**src/rtl/comparator_pkg.sv**
```systemverilog
// Shared constants and FSM state encoding for the bubble-sort controller.
package comparator_pkg;

  localparam int ELEM_W     = 4;
  localparam int SWAP_CNT_W = 6;

  typedef enum logic [1:0] {
    IDLE = 2'd0,
    CMP  = 2'd1,
    DONE = 2'd2
  } state_e;

endpackage : comparator_pkg

```
**src/rtl/comparator_4bit.sv**
```systemverilog
// Unsigned 4-bit magnitude comparator: exactly one of g/e/l is high.
module comparator_4bit (
  input  logic [3:0] a_i,
  input  logic [3:0] b_i,
  output logic       g_o,
  output logic       e_o,
  output logic       l_o
);

  assign g_o = (a_i >  b_i);
  assign e_o = (a_i == b_i);
  assign l_o = (a_i <  b_i);

endmodule : comparator_4bit

```
**src/rtl/comparator_sort_ctrl.sv**
```systemverilog
// Sequential bubble sort of N 4-bit elements, one compare/swap per clock through
// a single shared comparator. Define SORT_DESCEND_EN for descending order.
module comparator_sort_ctrl
  import comparator_pkg::*;
#(
  parameter int N = 4
) (
  input  logic                  clk,
  input  logic                  rst,
  input  logic                  start,
  input  logic [ELEM_W*N-1:0]   data_in,
  output logic                  busy,
  output logic                  done,
  output logic [ELEM_W*N-1:0]   data_out,
  output logic [SWAP_CNT_W-1:0] swap_count
);

  localparam int CW = (N > 2) ? $clog2(N) : 1;

  state_e                  state_q;
  logic [ELEM_W-1:0]       elem_q [N];
  logic [CW-1:0]           idx_q;
  logic [CW-1:0]           pass_q;
  logic                    pass_swapped_q;
  logic                    busy_q;
  logic                    done_q;
  logic [SWAP_CNT_W-1:0]   swap_cnt_q;

  logic [CW-1:0]     idx_d;
  logic [CW-1:0]     last_idx;
  logic [ELEM_W-1:0] cmp_a;
  logic [ELEM_W-1:0] cmp_b;
  logic              cmp_g;
  logic              cmp_e;
  logic              cmp_l;
  logic              swap_req;
  logic              cmp_unused;
  logic              end_of_pass;

  assign idx_d       = idx_q + CW'(1);
  assign last_idx    = CW'(N - 2) - pass_q;
  assign end_of_pass = (idx_q == last_idx);
  assign cmp_a       = elem_q[idx_q];
  assign cmp_b       = elem_q[idx_d];

  comparator_4bit u_cmp (
    .a_i (cmp_a),
    .b_i (cmp_b),
    .g_o (cmp_g),
    .e_o (cmp_e),
    .l_o (cmp_l)
  );

  // Equal elements never satisfy either condition, so both orders stay stable.
`ifdef SORT_DESCEND_EN
  assign swap_req   = cmp_l;
  assign cmp_unused = cmp_e ^ cmp_g;
`else
  assign swap_req   = cmp_g;
  assign cmp_unused = cmp_e ^ cmp_l;
`endif

  always_ff @(posedge clk) begin
    if (rst) begin
      state_q        <= IDLE;
      idx_q          <= '0;
      pass_q         <= '0;
      pass_swapped_q <= 1'b0;
      busy_q         <= 1'b0;
      done_q         <= 1'b0;
      swap_cnt_q     <= '0;
      // NOTE: the element array is reset on purpose; it drives data_out directly.
      for (int i = 0; i < N; i++) elem_q[i] <= '0;
    end else begin
      unique case (state_q)
        IDLE: begin
          done_q <= 1'b0;
          if (start) begin
            for (int i = 0; i < N; i++) elem_q[i] <= data_in[i*ELEM_W +: ELEM_W];
            swap_cnt_q     <= '0;
            pass_q         <= '0;
            idx_q          <= '0;
            pass_swapped_q <= 1'b0;
            busy_q         <= 1'b1;
            state_q        <= CMP;
          end
        end
        CMP: begin
          if (swap_req) begin
            elem_q[idx_q]  <= cmp_b;
            elem_q[idx_d]  <= cmp_a;
            pass_swapped_q <= 1'b1;
            if (swap_cnt_q != '1) swap_cnt_q <= swap_cnt_q + 1'b1;
          end
          if (!end_of_pass) begin
            idx_q <= idx_d;
          end else if (pass_q == CW'(N - 2) || !(pass_swapped_q || swap_req)) begin
            busy_q  <= 1'b0;
            done_q  <= 1'b1;
            state_q <= DONE;
          end else begin
            // NOTE: non-blocking, so this clear overrides the set above for the new pass.
            pass_q         <= pass_q + CW'(1);
            idx_q          <= '0;
            pass_swapped_q <= 1'b0;
          end
        end
        DONE: begin
          done_q  <= 1'b0;
          state_q <= IDLE;
        end
        default: state_q <= IDLE;
      endcase
    end
  end

  for (genvar g = 0; g < N; g++) begin : g_pack
    assign data_out[g*ELEM_W +: ELEM_W] = elem_q[g];
  end

  assign busy       = busy_q;
  assign done       = done_q;
  assign swap_count = swap_cnt_q;

endmodule : comparator_sort_ctrl

```
**config.mk**
```make
export PLATFORM = sky130hd
export DESIGN_NAME = comparator_sort_ctrl
export DESIGN_NICKNAME = d
export VERILOG_FILES = /design/src/rtl/comparator_pkg.sv /design/src/rtl/comparator_4bit.sv /design/src/rtl/comparator_sort_ctrl.sv
export SDC_FILE = /design/constraint.sdc
export NUM_CORES = 1
export LEC_CHECK = 0
export BUFFER_PORTS_ARGS = -buffer_cell sky130_fd_sc_hd__buf_2
export CAP_MARGIN = 10
export CORE_UTILIZATION = 40
export DETAILED_ROUTE_END_ITERATION = 10
export PLACE_DENSITY = 0.65
export SYNTH_ARGS = -nofsm -noshare
export SYNTH_HDL_FRONTEND = slang
export SYNTH_SLANG_ARGS = --single-unit
```
**constraint.sdc**
```tcl
create_clock -name clk -period 5.7 [get_ports clk]
set_clock_uncertainty 0.15 [all_clocks]
set_input_delay 0.855 -clock clk [delete_from_list [all_inputs] [get_ports clk]]
set_output_delay 0.855 -clock clk [all_outputs]
set_load 0.005 [all_outputs]
```
# == Word-level counts from Yosys, hierarchy flattened ==
# Memory sizes are Yosys's and may differ from the RTL's. A register that Yosys moved wholly into a read port is not among the register bits.
# Cells that the tools add are included.
# totals
output_inout_bits,24
inputBits,19
elab_cells,94
regBits,15
mem_count,1
ram_bits,16
latchBits,0
rom_bits,0
# mem_list
name,words,width,read_ports,rd_ports_with_merged_regs,write_ports,line,source
elem_q,4,4,6,1,4,comparator_sort_ctrl.sv:21,logic [ELEM_W-1:0] elem_q [N];
# classes
n_addsub,4
reduce_logical,16
mul,0
mux,49
eq_ne,12
shift,0
div,0
n_bitwise,4
magnitude_cmp,1
# ops
cell,n
2-bit two-way mux,12
4-bit two-way mux,6
1-bit two-way mux,21
6-bit two-way mux,3
2-bit inequality test (second input constant),6
2-bit case mux with 2 select lines,3
6-bit case mux with 2 select lines,1
4-bit AND reduction,3
3-bit AND reduction,3
4-bit OR reduction,2
6-bit by 1-bit adder with 6-bit output (second input constant),1
6-bit inequality test (second input constant),1
1-bit case mux with 2 select lines,3
2-bit by 1-bit adder with 2-bit output (second input constant),2
2-bit equality test (second input constant),2
4-bit > comparator,1
1-bit bitwise OR,4
2-bit nonzero test,2
3-bit inequality test (second input constant),1
2-bit by 1-bit equality test with 1-bit output (second input constant),1
2-bit equality test,1
2-bit logical NOT,1
1-bit logical OR,2
2-bit AND reduction,1
3 further kinds,3

# == Longest topological paths before layout ==
# An unclocked memory read counts as a cell.
# depth
ltp_word,11
mapped_depth,12
depth_no_buf,10

# == Hierarchy ==
# From an unflattened synthesis, not the netlist that was laid out.
# hier_totals
cells_unflattened,208
hier_area_um2,2135.8
# modules_own_cells
module,cells_per_inst,area_each_um2,n_inst,seq_area_each_um2
comparator_sort_ctrl,192,2006.9,1,820.8
comparator_4bit,16,128.9,1,0.0

# == Worst setup path after synthesis ==
# Ideal clock, no wire load.
# synth_timing
path_type,register to register
from,register idx_q[0]
to,memory elem_q[0][0] (enable)
path_slack_ps,1736
t_required_ps,5189
path_buffers,3
synth_period_minus_slack_ps,3964
t_arrival_ps,3453
stages_incl_launch_ff,12
setup_time_ps,361
path_cell_list,dfxtp_1 -> clkbuf_1 -> inv_1 -> ha_1 -> clkbuf_1 -> mux4_2 -> inv_1 -> ha_1 -> and4_4 -> a2111o_1 -> clkbuf_1 -> o21ai_0
# synth_rtl
item,line,source
from (decl),comparator_sort_ctrl.sv:22,logic [CW-1:0] idx_q;
from (signal assigned),comparator_sort_ctrl.sv:96,idx_q <= idx_d;
to (decl),comparator_sort_ctrl.sv:21,

==> reports/results.tsv <==
stage	metric	value	unit
sta	final setup vio count	0	
global_routing	largest net degree at the start of global routing	33	
synth	Synth Area in Simple Gates	0.140	
synth	Mapped Nets	242	
synth	Synth Area in Compound Gates	0.251	
sta	fmax	231	MHz
global_routing	GR Overflow Total	0	
worst_setup_path	crit path max fanout	25	
global_routing	number of global-route vias before repair	1719	
clocking	CTS root buf	clkbuf_8	
detailed_routing	TritonRoute pass-1 iters	4	
worst_setup_path	WP data arrival	4.25	ns
finish	fillers	503	
finish	layout cell share with drive strength beyond 1	0.256	
synth	Post-Synth XOR/XNOR Area	0.00826	
min_path	worst hold stages	2	
floorplan	num rows	26	
detailed_routing	DR iter-0 viols	127	
synth	FFs w/ async S/R, synth	0	
synth	Yosys warnings	0	
synth	Syn Std Cell Area	2120	µm²
finish	sequential standard cell area	821	µm²
pwr	total chip power	678	µW
synth	Avg Inst Size Synth	10.1	µm²
synth	Top FF cell, synth	dfxtp_1	
clocking	setup bufs post-CTS	0	
worst_setup_path	worst-case reg-to-reg path depth	10	
sta	unrepaired setup endpoints after global routing	no	
clocking	CTS sink cnt	33	
clocking	H-tree levels	2	
clocking	hold buffer count at CTS	0	
floorplan	IO Count	43	
worst_setup_path	critical path class	reg -> reg	
synth	sequential fraction of the synthesis area	0.387	
worst_setup_path	R2R Setup Slk	1.37	ns
floorplan	Die Y	74.8	µm
detailed_routing	Post-DRT Antenna Nets	0	
floorplan	Die Wd	74.8	µm
global_routing	global-route wire length before repair	8840	µm
pwr	VDD IR max	115	µV
detailed_routing	WL final	5610	µm
placed_design	Placer Congestion	0.792	
clocking	total CTS buffers	5	
placed_design	DP Area	2360	µm²
clocking	CTS clk-pin slew, worst paths	0.07	ns
placed_design	HPWL after DPL	4070	µm
min_path	HP Class	reg -> reg	
finish	area of the multi-input gates	1200	µm²
run	Max-Cap Viols	0	
finish	diode count	0	
synth	post-synth cell types	39	
synth	Post-synth EDFFs	16	
finish	area grow syn2layout	15.2	%
floorplan	Die ar.	5590	µm²
floorplan	Core Box Area	5110	µm²
sta	Least-Margin Pin Slew	1.14	ns
worst_setup_path	CP endpoint kind	register	
run_status	status	complete, no violations	
finish	final net count	277	
detailed_routing	Vias	1940	
floorplan	Starting Density	0.415	
pwr	PD cells	278	nW/µm²
worst_setup_path	Critical Path Source Type	register	
sta	crit share post-route	0.759	
pwr	P_leak	0.000916	µW
worst_setup_path	critical path required time	5.63	ns
synth	#FFs+latches synth	33	
sta	Max Slew Vio Count	0	
placed_design	PortBufs	42	
detailed_routing	wire per inst	17.8	µm
detailed_routing	vias per cell	6.14	
synth	post-synthesis cell count	210	
detailed_routing	Residual DRC	0	
finish	final instance area	2440	µm²
clocking	Max clock buf depth	2	
synth	adder-cell share of the synthesized area	0.0767	
sta	relative slew slack	0.236	
sta	setup_tns	0	ns
clocking	post-CTS sizing	0	
sta	Hold Slack	0.320	ns
global_routing	all-layer global routing usage	0.215	
clocking	CTS tree	built	
synth	mux share of post-synthesis cell area	0.0897	
sta	final hold violations	0	
synth	main combinational cell family by area after synthesis	compound AO/OA/AOI/OAI gates	
clocking	Worst-Skew Late Latency	0.29	ns
sta	final critical-path required period	4.33	ns
global_routing	initial antenna violation count	0	
[layer usage]
metal  wire, µm  track usage  part of all wire
met1       2500        0.300              0.45
met5          0            0                 0
met4         76       0.0692             0.014
met3        400       0.0415             0.071
met2       2630        0.335              0.47
[synthesized netlist by cell type, types with 2 or more instances]
cell,number,area (µm²)
ha_1,13,163
o21ai_0,7,35.0
dfxtp_1,17,340
nor2_1,13,48.8
nor3_1,2,10.0
a221oi_1,32,280
nor2b_1,2,12.5
nand3_1,8,40.0
a21oi_1,9,45.0
clkbuf_1,9,33.8
nor4_1,2,12.5
mux4_2,8,180
o21ai_1,2,10.0
o211ai_1,3,22.5
nand2_1,23,86.3
inv_1,10,37.5
o31ai_1,4,30.0
xnor2_1,2,17.5
buf_1,3,11.3
or4_1,3,22.5
a32o_1,2,20.0
nand2b_1,3,18.8
a32oi_1,2,17.5
edfxtp_1,16,480
[registers in the layout (all words and copies together), names as in the netlist, named ones only]
register,flops
busy,1
elem_q,16
done,1
idx_q,2
state_q,2
swap_count,6
pass_swapped_q,1
pass_q,2
[placed cells by master (no fill, tap or decap), types with 2 or more instances in the layout]
cell type	netlist	routed
buf_2	1	42
a221oi_1	32	32
nand2_1	23	23
dfxtp_1	17	17
edfxtp_1	16	16
ha_1	13	13
nor2_1	13	12
inv_1	10	10
a21oi_1	9	9
mux4_2	8	8
nand3_1	8	8
o21ai_0	7	7
clkbuf_8	0	5
o31ai_1	4	4
nand2b_1	3	3
o211ai_1	3	3
or4_1	3	3
nor2b_1	2	2
xnor2_1	2	2
o21ai_1	2	2
nor3_1	2	2
a32oi_1	2	2
nor4_1	2	2
a32o_1	2	2
clkinv_2	0	2
[worst max-delay path, cell delays in order, from the launching register on]
cell and delay (ns):
dfxtp_1 0.55, inv_1 0.19, ha_1 0.49, mux4_2 0.62, inv_1 0.09, ha_1 0.23, nor2b_1 0.14, o211ai_2 0.24
a2111o_1 0.73, nor2_1 0.26, a221oi_1 0.42
[worst paths after layout]
path,from,to
setup / recovery,idx_q[0]$_SDFFE_PP0P_,elem_q[3][3]$_DFFE_PP_
hold / removal,pass_swapped_q$_SDFFE_PP0P_,pass_swapped_q$_SDFFE_PP0P_
setup reg to reg,idx_q[0]$_SDFFE_PP0P_,elem_q[3][3]$_DFFE_PP_
hold reg to reg,pass_swapped_q$_SDFFE_PP0P_,pass_swapped_q$_SDFFE_PP0P_
[area by class of cell]
type / count / area share
multi-input cells: 153 / 0.493
clock inverters: 2 / 0.00410
inverters: 10 / 0.0154
flip-flops and latches: 33 / 0.336
repair buffers: 42 / 0.0861
clock buffers: 6 / 0.0297
well taps: 70 / 0.0359
[kinds of logic (layout without fill, tap and decap cells)]
kind of cell / after synthesis / in the layout
compound gates: 67 / 67
simple gates: 62 / 62
flops: 33 / 33
buf+inv: 24 / 60
fa+ha+maj: 13 / 13
mux: 9 / 9
xor+xnor: 2 / 2
[report_power, final]
| group | leakage, µW | internal [µW] | switching (µW) |
|---|---|---|---|
| clock | 0.0000450 | 84.6 | 88.1 |
| sequential | 0.000312 | 272 | 22.0 |
| combinational | 0.000559 | 89.1 | 123 |
| total | 0.000916 | 445 | 233 |
[metrics by stage]
stage,cells,utilization,worst slack (ns)
after CTS,316,0.478,1.39
final,316,0.478,1.37
after floorplan,210,-,1.74
after global routing,316,0.478,1.03
after detailed placement,308,0.462,1.40
after global placement,308,0.462,1.40
Power figures use the tool's default switching activity.
